===== config.mk =====
export PLATFORM = sky130hd
export DESIGN_NAME = mem_arbiter
export DESIGN_NICKNAME = d
export VERILOG_FILES = /design/src/rtl/mem_arb_pkg.sv /design/src/rtl/mem_arb_timer.sv /design/src/rtl/mem_arbiter.sv
export SDC_FILE = /design/constraint.sdc
export NUM_CORES = 1
export LEC_CHECK = 0
export BUFFER_PORTS_ARGS = -buffer_cell sky130_fd_sc_hd__buf_2
export CAP_MARGIN = 25
export CORE_AREA = 5 5 101 103
export CTS_BUF_LIST = sky130_fd_sc_hd__clkbuf_4 sky130_fd_sc_hd__clkbuf_8
export CTS_CLUSTER_SIZE = 25
export DETAILED_ROUTE_END_ITERATION = 16
export DIE_AREA = 0 0 106 108
export PLACE_DENSITY = 0.5
export SLEW_MARGIN = 5
export SYNTH_ARGS = -nofsm -noshare
export SYNTH_HDL_FRONTEND = slang
export SYNTH_HIERARCHICAL = 1
export SYNTH_SLANG_ARGS = --single-unit

===== constraint.sdc =====
create_clock -name clock -period 4 [get_ports clock]
set_input_delay 0.4 -clock clock [delete_from_list [all_inputs] [get_ports clock]]
set_output_delay 0.4 -clock clock [all_outputs]
set_load 0.005 [all_outputs]

===== src/rtl/mem_arb_pkg.sv =====
// Shared types and defaults for the IF/MEM single-port memory arbiter.
package mem_arb_pkg;

  typedef enum logic {IDLE, WAIT} arb_state_t;
  typedef enum logic {OWN_IF, OWN_D} arb_owner_t;

  localparam int AW_DEF         = 32;
  localparam int DW_DEF         = 32;
  localparam int MEM_LAT_DEF    = 2;
  localparam int STARVE_MAX_DEF = 4;

  // Bits needed to hold values 0..maxval (never less than one).
  function automatic int bits_for(input int maxval);
    return (maxval < 2) ? 1 : $clog2(maxval + 1);
  endfunction

endpackage


===== src/rtl/mem_arb_timer.sv =====
// Memory latency down-counter: loads MEM_LAT-1 at issue, done flags the completion cycle.
module mem_arb_timer
  import mem_arb_pkg::*;
#(
  parameter int MEM_LAT = MEM_LAT_DEF
) (
  input  logic clock,
  input  logic reset,
  input  logic load,
  input  logic busy,
  output logic done
);

  localparam int CW = bits_for(MEM_LAT - 1);

  logic [CW-1:0] cnt;

  always_ff @(posedge clock or posedge reset) begin
    if (reset)                      cnt <= '0;
    else if (load)                  cnt <= CW'(MEM_LAT - 1);
    else if (busy && cnt != '0)     cnt <= cnt - 1'b1;
  end

  assign done = busy && (cnt == '0);

endmodule


===== src/rtl/mem_arbiter.sv =====
// IF/MEM arbiter for a single-port memory, one access outstanding at a time.
// Optional fetch anti-starvation guard: define ARB_STARVE_GUARD_EN.
module mem_arbiter
  import mem_arb_pkg::*;
#(
  parameter int AW         = AW_DEF,
  parameter int DW         = DW_DEF,
  parameter int MEM_LAT    = MEM_LAT_DEF,
  parameter int STARVE_MAX = STARVE_MAX_DEF
) (
  input  logic          clock,
  input  logic          reset,
  input  logic          if_req,
  input  logic [AW-1:0] if_addr,
  output logic          if_gnt,
  output logic          if_rvalid,
  output logic [DW-1:0] if_rdata,
  input  logic          d_req,
  input  logic          d_we,
  input  logic [AW-1:0] d_addr,
  input  logic [DW-1:0] d_wdata,
  output logic          d_gnt,
  output logic          d_rvalid,
  output logic [DW-1:0] d_rdata,
  output logic          mem_en,
  output logic          mem_we,
  output logic [AW-1:0] mem_addr,
  output logic [DW-1:0] mem_wdata,
  input  logic [DW-1:0] mem_rdata
);

  if (MEM_LAT < 1 || STARVE_MAX < 1) begin : g_bad_param
    $error("mem_arbiter: MEM_LAT and STARVE_MAX must be >= 1");
  end

  arb_state_t state;
  arb_owner_t owner;
  logic       wr_flag;
  logic       tmr_done;
  logic       arb;
  logic       force_if;
  logic       grant_d;
  logic       grant_if;

  // Arbitrate when idle or in the completion cycle, enabling back-to-back issue.
  assign arb      = !reset && (state == IDLE || tmr_done);
  assign grant_d  = arb && d_req && !force_if;
  assign grant_if = arb && if_req && !grant_d;

  assign if_gnt    = grant_if;
  assign d_gnt     = grant_d;
  assign mem_en    = grant_d || grant_if;
  assign mem_we    = grant_d && d_we;
  assign mem_addr  = grant_d ? d_addr : (grant_if ? if_addr : '0);
  assign mem_wdata = grant_d ? d_wdata : '0;

  assign if_rvalid = tmr_done && (owner == OWN_IF);
  assign d_rvalid  = tmr_done && (owner == OWN_D);
  assign if_rdata  = if_rvalid ? mem_rdata : '0;
  assign d_rdata   = (d_rvalid && !wr_flag) ? mem_rdata : '0;

  mem_arb_timer #(.MEM_LAT(MEM_LAT)) u_timer (
    .clock (clock),
    .reset (reset),
    .load  (mem_en),
    .busy  (state == WAIT),
    .done  (tmr_done)
  );

  always_ff @(posedge clock or posedge reset) begin
    if (reset) begin
      state   <= IDLE;
      owner   <= OWN_IF;
      wr_flag <= 1'b0;
    end else if (arb) begin
      if (mem_en) begin
        state   <= WAIT;
        owner   <= grant_d ? OWN_D : OWN_IF;
        wr_flag <= grant_d && d_we;
      end else begin
        state   <= IDLE;
      end
    end
  end

`ifdef ARB_STARVE_GUARD_EN
  localparam int SW = bits_for(STARVE_MAX);

  logic [SW-1:0] starve_cnt;

  // Data grants issued while a fetch is waiting; at the limit fetch wins once.
  always_ff @(posedge clock or posedge reset) begin
    if (reset)                                       starve_cnt <= '0;
    else if (grant_if || !if_req)                    starve_cnt <= '0;
    else if (grant_d && starve_cnt != SW'(STARVE_MAX)) starve_cnt <= starve_cnt + 1'b1;
  end

  assign force_if = if_req && (starve_cnt == SW'(STARVE_MAX));
`else
  assign force_if = 1'b0;
`endif

endmodule


==> results of run 1 <==
## worst register-to-register path: stages, from the launching register on
cell and delay (ns):
dfrtp_1 0.34, inv_1 0.06, nor2_1 0.18, nor2b_2 0.12, or3b_2 0.45, a21o_1 0.18
## logic make-up (layout without fill, tap and decap cells)
group,count (synthesis),in the layout,synth area share [%]
simple gates,106,106,55.32
compound gates,37,37,26.10
buf+inv,24,277,10.54
flops,4,4,8.032
## power breakdown
| group | leakage [nW] | switching, mW | internal [mW] | total (mW) |
|---|---|---|---|---|
| clock | 0.0216 | 0.0204 | 0.0641 | 0.0845 |
| combinational | 1.80 | 0.270 | 0.281 | 0.551 |
| sequential | 0.0474 | 0.00611 | 0.0525 | 0.0586 |
| total | 1.87 | 0.296 | 0.398 | 0.694 |
## synthesized netlist by cell type
library cell | n | share of area [%]
a21o_1 | 2 | 1.2
a22o_1 | 23 | 16
a22o_2 | 9 | 7.2
and2_1 | 66 | 33
and3_1 | 32 | 16
buf_2 | 3 | 1.2
buf_4 | 2 | 1.2
buf_6 | 4 | 3.6
clkbuf_1 | 10 | 3.0
dfrtp_1 | 4 | 8.0
inv_1 | 5 | 1.5
nor2_1 | 3 | 0.90
nor2b_2 | 1 | 0.70
nor3_1 | 1 | 0.40
nor3b_4 | 1 | 1.5
nor4b_4 | 1 | 1.9
o21ai_0 | 2 | 0.80
o2bb2ai_1 | 1 | 0.70
or3b_2 | 1 | 0.70
## placed cells by master (no fill, tap or decap)
| cell type | Yosys | final |
|---|---|---|
| or3b_2 | 1 | 1 |
| nor2b_2 | 1 | 1 |
| clkbuf_8 | 0 | 3 |
| nor3_1 | 1 | 1 |
| nor3b_4 | 1 | 1 |
| and2_1 | 66 | 66 |
| a22o_1 | 23 | 23 |
| and3_1 | 32 | 32 |
| inv_1 | 5 | 5 |
| dfrtp_1 | 4 | 4 |
| o21ai_0 | 2 | 2 |
| nor4b_4 | 1 | 1 |
| o2bb2ai_1 | 1 | 1 |
| a22o_2 | 9 | 9 |
| buf_2 | 3 | 266 |
| nor2_1 | 3 | 3 |
| buf_4 | 2 | 3 |
| a21o_1 | 2 | 2 |
## cell type report
class,instances,share of cell area [%]
repair buffers,269,50.75
multi-input cells,143,38.04
well taps,111,5.206
flip-flops and latches,4,3.752
clock buffers,3,1.548
inverters,5,0.7036
## routing by layer
layer	track usage, %	part of all wire, %
met5	0	0
met4	2.683	1.3
met3	3.582	11
met2	22.04	54
met1	10.64	34
## flip-flops by register name, indices dropped and copies added, names as in the netlist
name / flops
state: 1
owner: 1
wr_flag: 1
u_timer/cnt: 1
## final timing paths
kind	start	end	slack (ns)	depth (start not counted)
worst min register to register	u_timer/cnt	u_timer/cnt	0.47	1
worst max-delay path	state	mem_addr[2]	1.42	7
max in group asynchronous	reset	wr_flag	3.74	2
worst max register to register	state	owner	2.56	5
worst min-delay path	reset	u_timer/cnt	0.10	2
min in group clock	d_we	wr_flag	0.41	2
## through the flow
step	worst slack, ns	area (sq um)
finish	1.415	2668
global route	1.165	2668
CTS	1.372	2668
detailed placement	1.604	2626
global placement	1.666	2626
floorplan	2.285	1246
==> flow_metrics.py, run 1 <==
metrics = {
    "yosys": {
        "syn_area_sq_um": 1246,
        "synth-seq-cells": 4,
        "yosysUniqueCellTypes": 19,
        "yosysSeqAreaShare_pct": 8.032,
        "yosysWarnings": 6,
        "avgSynthCellArea_sq_um": 7.288,
        "synth_cells": 171,
        "syn_nets": 304,
    },
    "routing": {
        "wl_microns": 7228,
        "drt_pass1_iterations": 4,
        "drtIter0Drc": 119,
        "postRouteAntennaNets": 0,
        "wl_per_cell_microns": 13.51,
        "vias": 2215,
        "drc_errors": 0,
        "routed_via_density": 4.140,
    },
    "sta": {
        "rsz0062_at_grt": "false",
        "maxSlewViolCount": 0,
        "holdWs_ns": 0.1046,
        "hold_viol_final": 0,
        "period_share_pct": 64.62,
        "period_minus_slack_ns": 2.585,
        "setup-tns-final_ns": 0,
        "max_slew_margin_pct": 38.63,
        "fmax_mhz": 386.9,
        "tightest_slew_ns": 0.9205,
        "fin_skew_ns": 0.002537,
        "setup_viol": 0,
    },
    "global_route": {
        "grt_max_degree": 58,
        "grt_pass1_vias": 2190,
        "grt_first_pass_wirelength_microns": 10430,
        "grt-ovfl-total": 0,
        "grtUsageTotal_pct": 10.92,
        "antenna_found_initial": 0,
    },
    "clock_network": {
        "cts_root_buf": "clkbuf_8",
        "cts_resized": 0,
        "cts.sinks": 4,
        "cts_hold_buffers": 0,
        "cts_tree": "built",
        "cts_max_level": 1,
        "clkTransAtPathRegs_ns": 0.03,
        "ctsLongestPathBuffers": 2,
        "cts_buffers": 3,
        "cts_setup_buffers": 0,
        "insertion_delay_ns": 0.22,
    },
    "setup_path": {
        "setup.worst_path.class": "reg2out",
        "worstPathCellList": "inv_1 -> nor2_1 -> nor2b_2 -> nor3b_4 -> buf_4 -> a22o_1 -> buf_2",
        "crit_fanout": 57,
        "required_ns": 3.60,
        "critPathArrivalTime_ns": 2.18,
        "path_delay_family": "simple AND/OR/NAND/NOR gates",
        "critPathLaunchType": "flip-flop",
        "path_buf_inv": 3,
        "slowest_delay_ns": 0.50,
        "cp_slowest_cell": "buf_4",
        "end_kind": "primary output",
    },
    "final_layout": {
        "area_growth_pct": 114.1,
        "n_antenna_cell": 0,
        "drive_gt1_share_pct": 67.22,
        "multiInputGateArea_sq_um": 1015,
        "nets": 559,
        "fill_cells": 1029,
        "final_cells": 535,
        "seq_area_sq_um": 100.1,
        "fin_util_pct": 29.29,
    },
    "run_status": {
        "status": "finished, final reports clean",
    },
    "power_and_ir_drop": {
        "powerDensity_nw_per_um2": 260.1,
        "irDropWorstVdd_mv": 0.09253,
        "finalPower_uw": 693.9,
        "leakage_nw": 1.866,
    },
    "flow_run": {
        "cap_violations": 0,
    },
    "floorplan": {
        "initial_core_util_pct": 13.68,
        "die-area_sq_um": 11450,
        "coreArea_sq_um": 9109,
        "io_pins": 267,
        "die_h_microns": 108,
        "num_rows": 35,
        "die_w_microns": 106,
    },
    "placed_design": {
        "gp_congestion": 0.7894,
        "numPortBuffers": 266,
        "dp_cells": 532,
        "dp_hpwl_microns": 6296,
    },
    "worst_hold_path": {
        "worst_hold_path_type": "in2async",
    },
}
No activity file was read; power rests on OpenSTA's default activity.
==> run 2, diff against run 1 <==
Clock period 4 ns to 2.7 ns, I/O delays scaled along.
==> run 2 against run 1 <==
Final area is 0.94% higher. Flip-flop and latch count stayed put. Hold slack better by 0.17 ns. Core utilization is 0.27 points higher. Sequential share of layout area hardly changed. Cell count is 0.56% higher. Clock-buffer cell count stayed put. Register-to-register slack worse by 1.3 ns. Clock power is 48% higher. Sequential power is 48% higher. First-iteration DRC count is 15% lower. Critical endpoint is now mem_addr[0]. Largest power group unchanged.
==> flow_metrics.py, run 2 (synthesis results as in run 1) <==
metrics = {
    "setup_path": {
        "setup.worst_path.class": "in2out",
        "critPathArrivalTime_ns": 1.99,
        "reg2reg_from": "state",
        "cp.depth": 6,
        "crit_start": "reset",
        "cp_slowest_cell": "dlygate4sd3_1",
        "slowest_delay_ns": 0.53,
        "path_delay_family": "buffers and inverters",
        "cp-endpoint": "mem_addr[0]",
        "required_ns": 2.43,
        "path_common_cell": "buf_2",
        "critPathLaunchType": "input pin",
        "path_buf_inv": 4,
        "end_kind": "primary output",
        "worstPathCellList": "dlygate4sd3_1 -> buf_2 -> nor3b_4 -> buf_4 -> a22o_1 -> buf_2",
        "crit_fanout": 51,
        "regToRegSetupSlack_ns": 1.22,
        "r2r-end": "owner",
        "worstRegToRegCells": 5,
    },
    "final_layout": {
        "fill_cells": 1005,
        "area_growth_pct": 116.1,
        "mostFrequentLayoutCell": "buf_2",
        "n_antenna_cell": 0,
        "multiInputGateArea_sq_um": 1015,
        "nets": 562,
        "drive_gt1_share_pct": 67.21,
        "seq_area_sq_um": 100.1,
        "most-common-layout-cells": "buf_2, and2_1, and3_1",
        "fin_util_pct": 29.56,
    },
    "floorplan": {
        "initial_core_util_pct": 13.68,
        "io_pins": 267,
        "die-area_sq_um": 11450,
        "coreArea_sq_um": 9109,
        "die_h_microns": 108,
        "die_w_microns": 106,
        "num_rows": 35,
    },
    "sta": {
        "maxSlewViolCount": 0,
        "holdWs_ns": 0.2763,
        "fmax_mhz": 442.3,
        "fin_skew_ns": 0.001412,
        "period_minus_slack_ns": 2.261,
        "max_slew_margin_pct": 55.64,
        "setup-tns-final_ns": 0,
        "rsz0062_at_grt": "false",
        "hold_viol_final": 0,
        "period_share_pct": 83.74,
        "tightest_slew_ns": 0.6646,
        "layout_setup_ws_ns": 0.4391,
        "setup_viol": 0,
    },
    "clock_network": {
        "cts_tree": "built",
        "cts_max_level": 1,
        "cts_setup_buffers": 0,
        "ctsLongestPathBuffers": 2,
        "cts_root_buf": "clkbuf_8",
        "clkTransAtPathRegs_ns": 0.03,
        "cts_hold_buffers": 1,
        "cts.sinks": 4,
        "insertion_delay_ns": 0.22,
        "cts_resized": 0,
        "cts_buffers": 3,
    },
    "power_and_ir_drop": {
        "combPwrFrac_pct": 79.5,
        "switching_share_pct": 42.02,
        "p_seq_share_pct": 8.4,
        "leakage_nw": 1.880,
        "powerDensity_nw_per_um2": 383.9,
        "irDropWorstVdd_mv": 0.1587,
        "p_switching_uw": 434.4,
        "pwr-share-clk_pct": 12.1,
        "p_int_uw": 599.3,
    },
    "routing": {
        "wl_per_cell_microns": 13.52,
        "wl_microns": 7272,
        "routed_via_density": 4.167,
        "postRouteAntennaNets": 0,
        "drtIter0Drc": 101,
        "vias": 2242,
        "drt_pass1_iterations": 4,
        "drc_errors": 0,
    },
    "run_status": {
        "status": "finished, final reports clean",
    },
    "flow_run": {
        "cap_violations": 0,
    },
    "worst_hold_path": {
        "worst_hold_path_type": "in2reg",
        "hold_depth": 2,
    },
    "placed_design": {
        "gp_congestion": 0.7899,
        "dp_hpwl_microns": 6424,
        "place_ws_ns": 0.7152,
        "numPortBuffers": 266,
    },
    "global_route": {
        "grt_pass1_vias": 2262,
        "grt-ovfl-total": 0,
        "antenna_found_initial": 1,
        "grt_first_pass_wirelength_microns": 10560,
        "grtUsageTotal_pct": 10.92,
        "grt_max_degree": 52,
    },
}
-- run 2: cell types whose count changed in the layout (fill, tap and decap cells not counted) --
cell           change
buf_4              +2
dlygate4sd3_1      +1
-- run 2: power by group through the flow --
stage	combinational (mW)	sequential, mW	clock (mW)
2_1_floorplan	0.428	0.0850	0
5_1_grt	0.922	0.0888	0.133
4_1_cts	0.838	0.0869	0.128
3_5_place_dp	0.835	0.0876	0
3_3_place_gp	0.829	0.0870	0
6_report	0.822	0.0866	0.125
-- run 2: final cells by class --
type,instances,area share (%)
Tap cell,111,5.158
Clock buffer,3,1.533
Sequential cell,4,3.717
Inverter,5,0.6970
Timing Repair Buffer,272,51.21
Multi-Input combinational cell,143,37.69
-- run 2: metrics by stage --
step	area [sq um]	power, mW	std cells
4_1_cts	2693	1.053	538
6_report	2693	1.034	538
5_1_grt	2693	1.144	538
3_5_place_dp	2641	0.9226	534
2_1_floorplan	1246	0.5130	171
3_3_place_gp	2641	0.9164	534
-- run 2: how the worst min path moves through the flow --
| stage | from | end | slack, ns |
|---|---|---|---|
| global placement | reset | u_timer/cnt | 0.20 |
| detailed placement | reset | u_timer/cnt | 0.20 |
| floorplan | reset | u_timer/cnt | -0.001 |
| finish | d_we | wr_flag | 0.28 |
| CTS | d_we | wr_flag | 0.27 |
| global route | d_we | wr_flag | 0.29 |
-- run 2: worst register-to-register path, cell delays in order (launching register included) --
cell and delay (ns):
dfrtp_1 0.35, inv_1 0.06, nor2_1 0.19, nor2b_2 0.12, or3b_2 0.46, a21o_1 0.18
-- run 2: layer usage --
layer,track usage [%],wire length (microns),vias up
li1,-,-,1110
met1,10.77,2464,979
met2,22.27,3927,143
met3,3.463,801,8
met4,2.035,59,2
met5,0,20,-
==> run 3, diff against run 2 <==
Clock period 2.7 ns to 2.1 ns, I/O delays scaled along.
==> run 3 against run 2 <==
Combinational power is 30% higher. Clock power up 24%. Critical path depth stayed put. Critical endpoint is now mem_addr[19]. Highest routed layer unchanged.
==> flow_metrics.py, run 3 (synthesis results as in run 1) <==
metrics = {
    "run_status": {
        "status": "finished, final reports clean",
    },
    "final_layout": {
        "mostFrequentLayoutCell": "buf_2",
        "drive_gt1_share_pct": 67.14,
        "fill_cells": 1009,
        "nets": 561,
        "final_cells": 537,
        "most-common-layout-cells": "buf_2, and2_1, and3_1",
        "area_growth_pct": 117.5,
        "fin_util_pct": 29.75,
        "n_antenna_cell": 0,
    },
    "setup_path": {
        "setup.worst_path.class": "in2out",
        "worstRegToRegCells": 5,
        "end_kind": "primary output",
        "required_ns": 1.89,
        "critPathLaunchType": "input pin",
        "regToRegSetupSlack_ns": 0.68,
        "critPathArrivalTime_ns": 1.78,
        "crit_fanout": 33,
    },
    "worst_hold_path": {
        "worst_hold_path_type": "in2reg",
        "hold_depth": 2,
    },
    "placed_design": {
        "dp_hpwl_microns": 6346,
        "dp_cells": 533,
        "gp_congestion": 0.7732,
        "numPortBuffers": 266,
    },
    "power_and_ir_drop": {
        "irDropWorstVdd_mv": 0.2092,
        "leakage_nw": 1.881,
        "powerDensity_nw_per_um2": 494.0,
    },
    "global_route": {
        "grt_max_degree": 69,
        "grt_pass1_vias": 2198,
        "grt_first_pass_wirelength_microns": 10650,
        "grtUsageTotal_pct": 11.25,
        "grt-ovfl-total": 0,
        "antenna_found_initial": 1,
    },
    "sta": {
        "hold_viol_final": 0,
        "tightest_slew_ns": 0.7129,
        "rsz0062_at_grt": "false",
        "max_slew_margin_pct": 52.42,
        "setup-tns-final_ns": 0,
        "fin_skew_ns": 0.003197,
        "period_share_pct": 94.66,
        "fmax_mhz": 503.1,
        "setup_viol": 0,
        "maxSlewViolCount": 0,
        "period_minus_slack_ns": 1.988,
    },
    "clock_network": {
        "cts.sinks": 4,
        "cts_max_level": 1,
        "ctsLongestPathBuffers": 2,
        "cts_root_buf": "clkbuf_8",
        "insertion_delay_ns": 0.21,
        "cts_buffers": 3,
        "clkTransAtPathRegs_ns": 0.03,
        "cts_tree": "built",
        "cts_resized": 0,
    },
    "floorplan": {
        "coreArea_sq_um": 9109,
        "initial_core_util_pct": 13.68,
        "num_rows": 35,
        "die_w_microns": 106,
        "io_pins": 267,
        "die-area_sq_um": 11450,
        "die_h_microns": 108,
    },
    "flow_run": {
        "cap_violations": 0,
    },
    "routing": {
        "drc_errors": 0,
        "vias": 2244,
        "postRouteAntennaNets": 0,
        "drt_pass1_iterations": 5,
        "drtIter0Drc": 72,
        "routed_via_density": 4.179,
        "wl_microns": 7295,
        "wl_per_cell_microns": 13.58,
    },
}
-- run 3: cell count changes in the layout (fill, tap and decap cells not counted), sizes merged --
cell	previous run	this run
buf	271	270
-- run 3: power breakdown --
part | internal [mW] | switching (mW) | leakage, nW
registers | 0.100 | 0.0113 | 0.0474
clock network | 0.122 | 0.0332 | 0.0216
logic | 0.555 | 0.518 | 1.81
total | 0.777 | 0.562 | 1.88
-- run 3: timing repair --
item,CTS,global route
setup buffers,0,0
endpoints found under the hold margin,4,0
hold buffers,1,0
-- run 3: per-layer routing --
layer / part of all wire (%) / global-route usage, %
met2: 55 / 23.27
met3: 11 / 3.761
met4: 0.62 / 1.758
met1: 33 / 10.86
met5: 0.18 / 0
-- run 3: path summary, 6_finish.rpt --
kind / endpoint / start
min reg2reg: u_timer/cnt / u_timer/cnt
min: wr_flag / d_we
max in group asynchronous: state / reset
max: mem_addr[19] / reset
max reg2reg: owner / state
min in group asynchronous: u_timer/cnt / reset
-- run 3: through the flow --
stage                     total power, mW  setup slack, ns  hold WS (ns)  instance area [sq um]
after CTS                           1.364          0.08659        0.2292                   2710
after global placement              1.196           0.4187        0.1372                   2659
final                               1.339           0.1122        0.2309                   2710
after floorplan                    0.6595           0.5748      -0.06129                   1246
after detailed placement            1.201           0.3834        0.1414                   2659
after global routing                1.479         0.003661        0.2354                   2710
-- run 3: final cells by class --
class / instances / area, sq um / share of cell area, %
inverters: 5 / 18.77 / 0.6925
repair buffers: 271 / 1396 / 51.52
clock buffers: 3 / 41.29 / 1.524
multi-input cells: 143 / 1015 / 37.44
flip-flops and latches: 4 / 100.1 / 3.693
well taps: 111 / 138.9 / 5.125
-- run 3: worst max-delay path: stages --
cell and delay [ns]:
dlygate4sd3_1 0.53, buf_2 0.18, nor4b_4 0.34, buf_12 0.23, a22o_1 0.16, buf_2 0.12
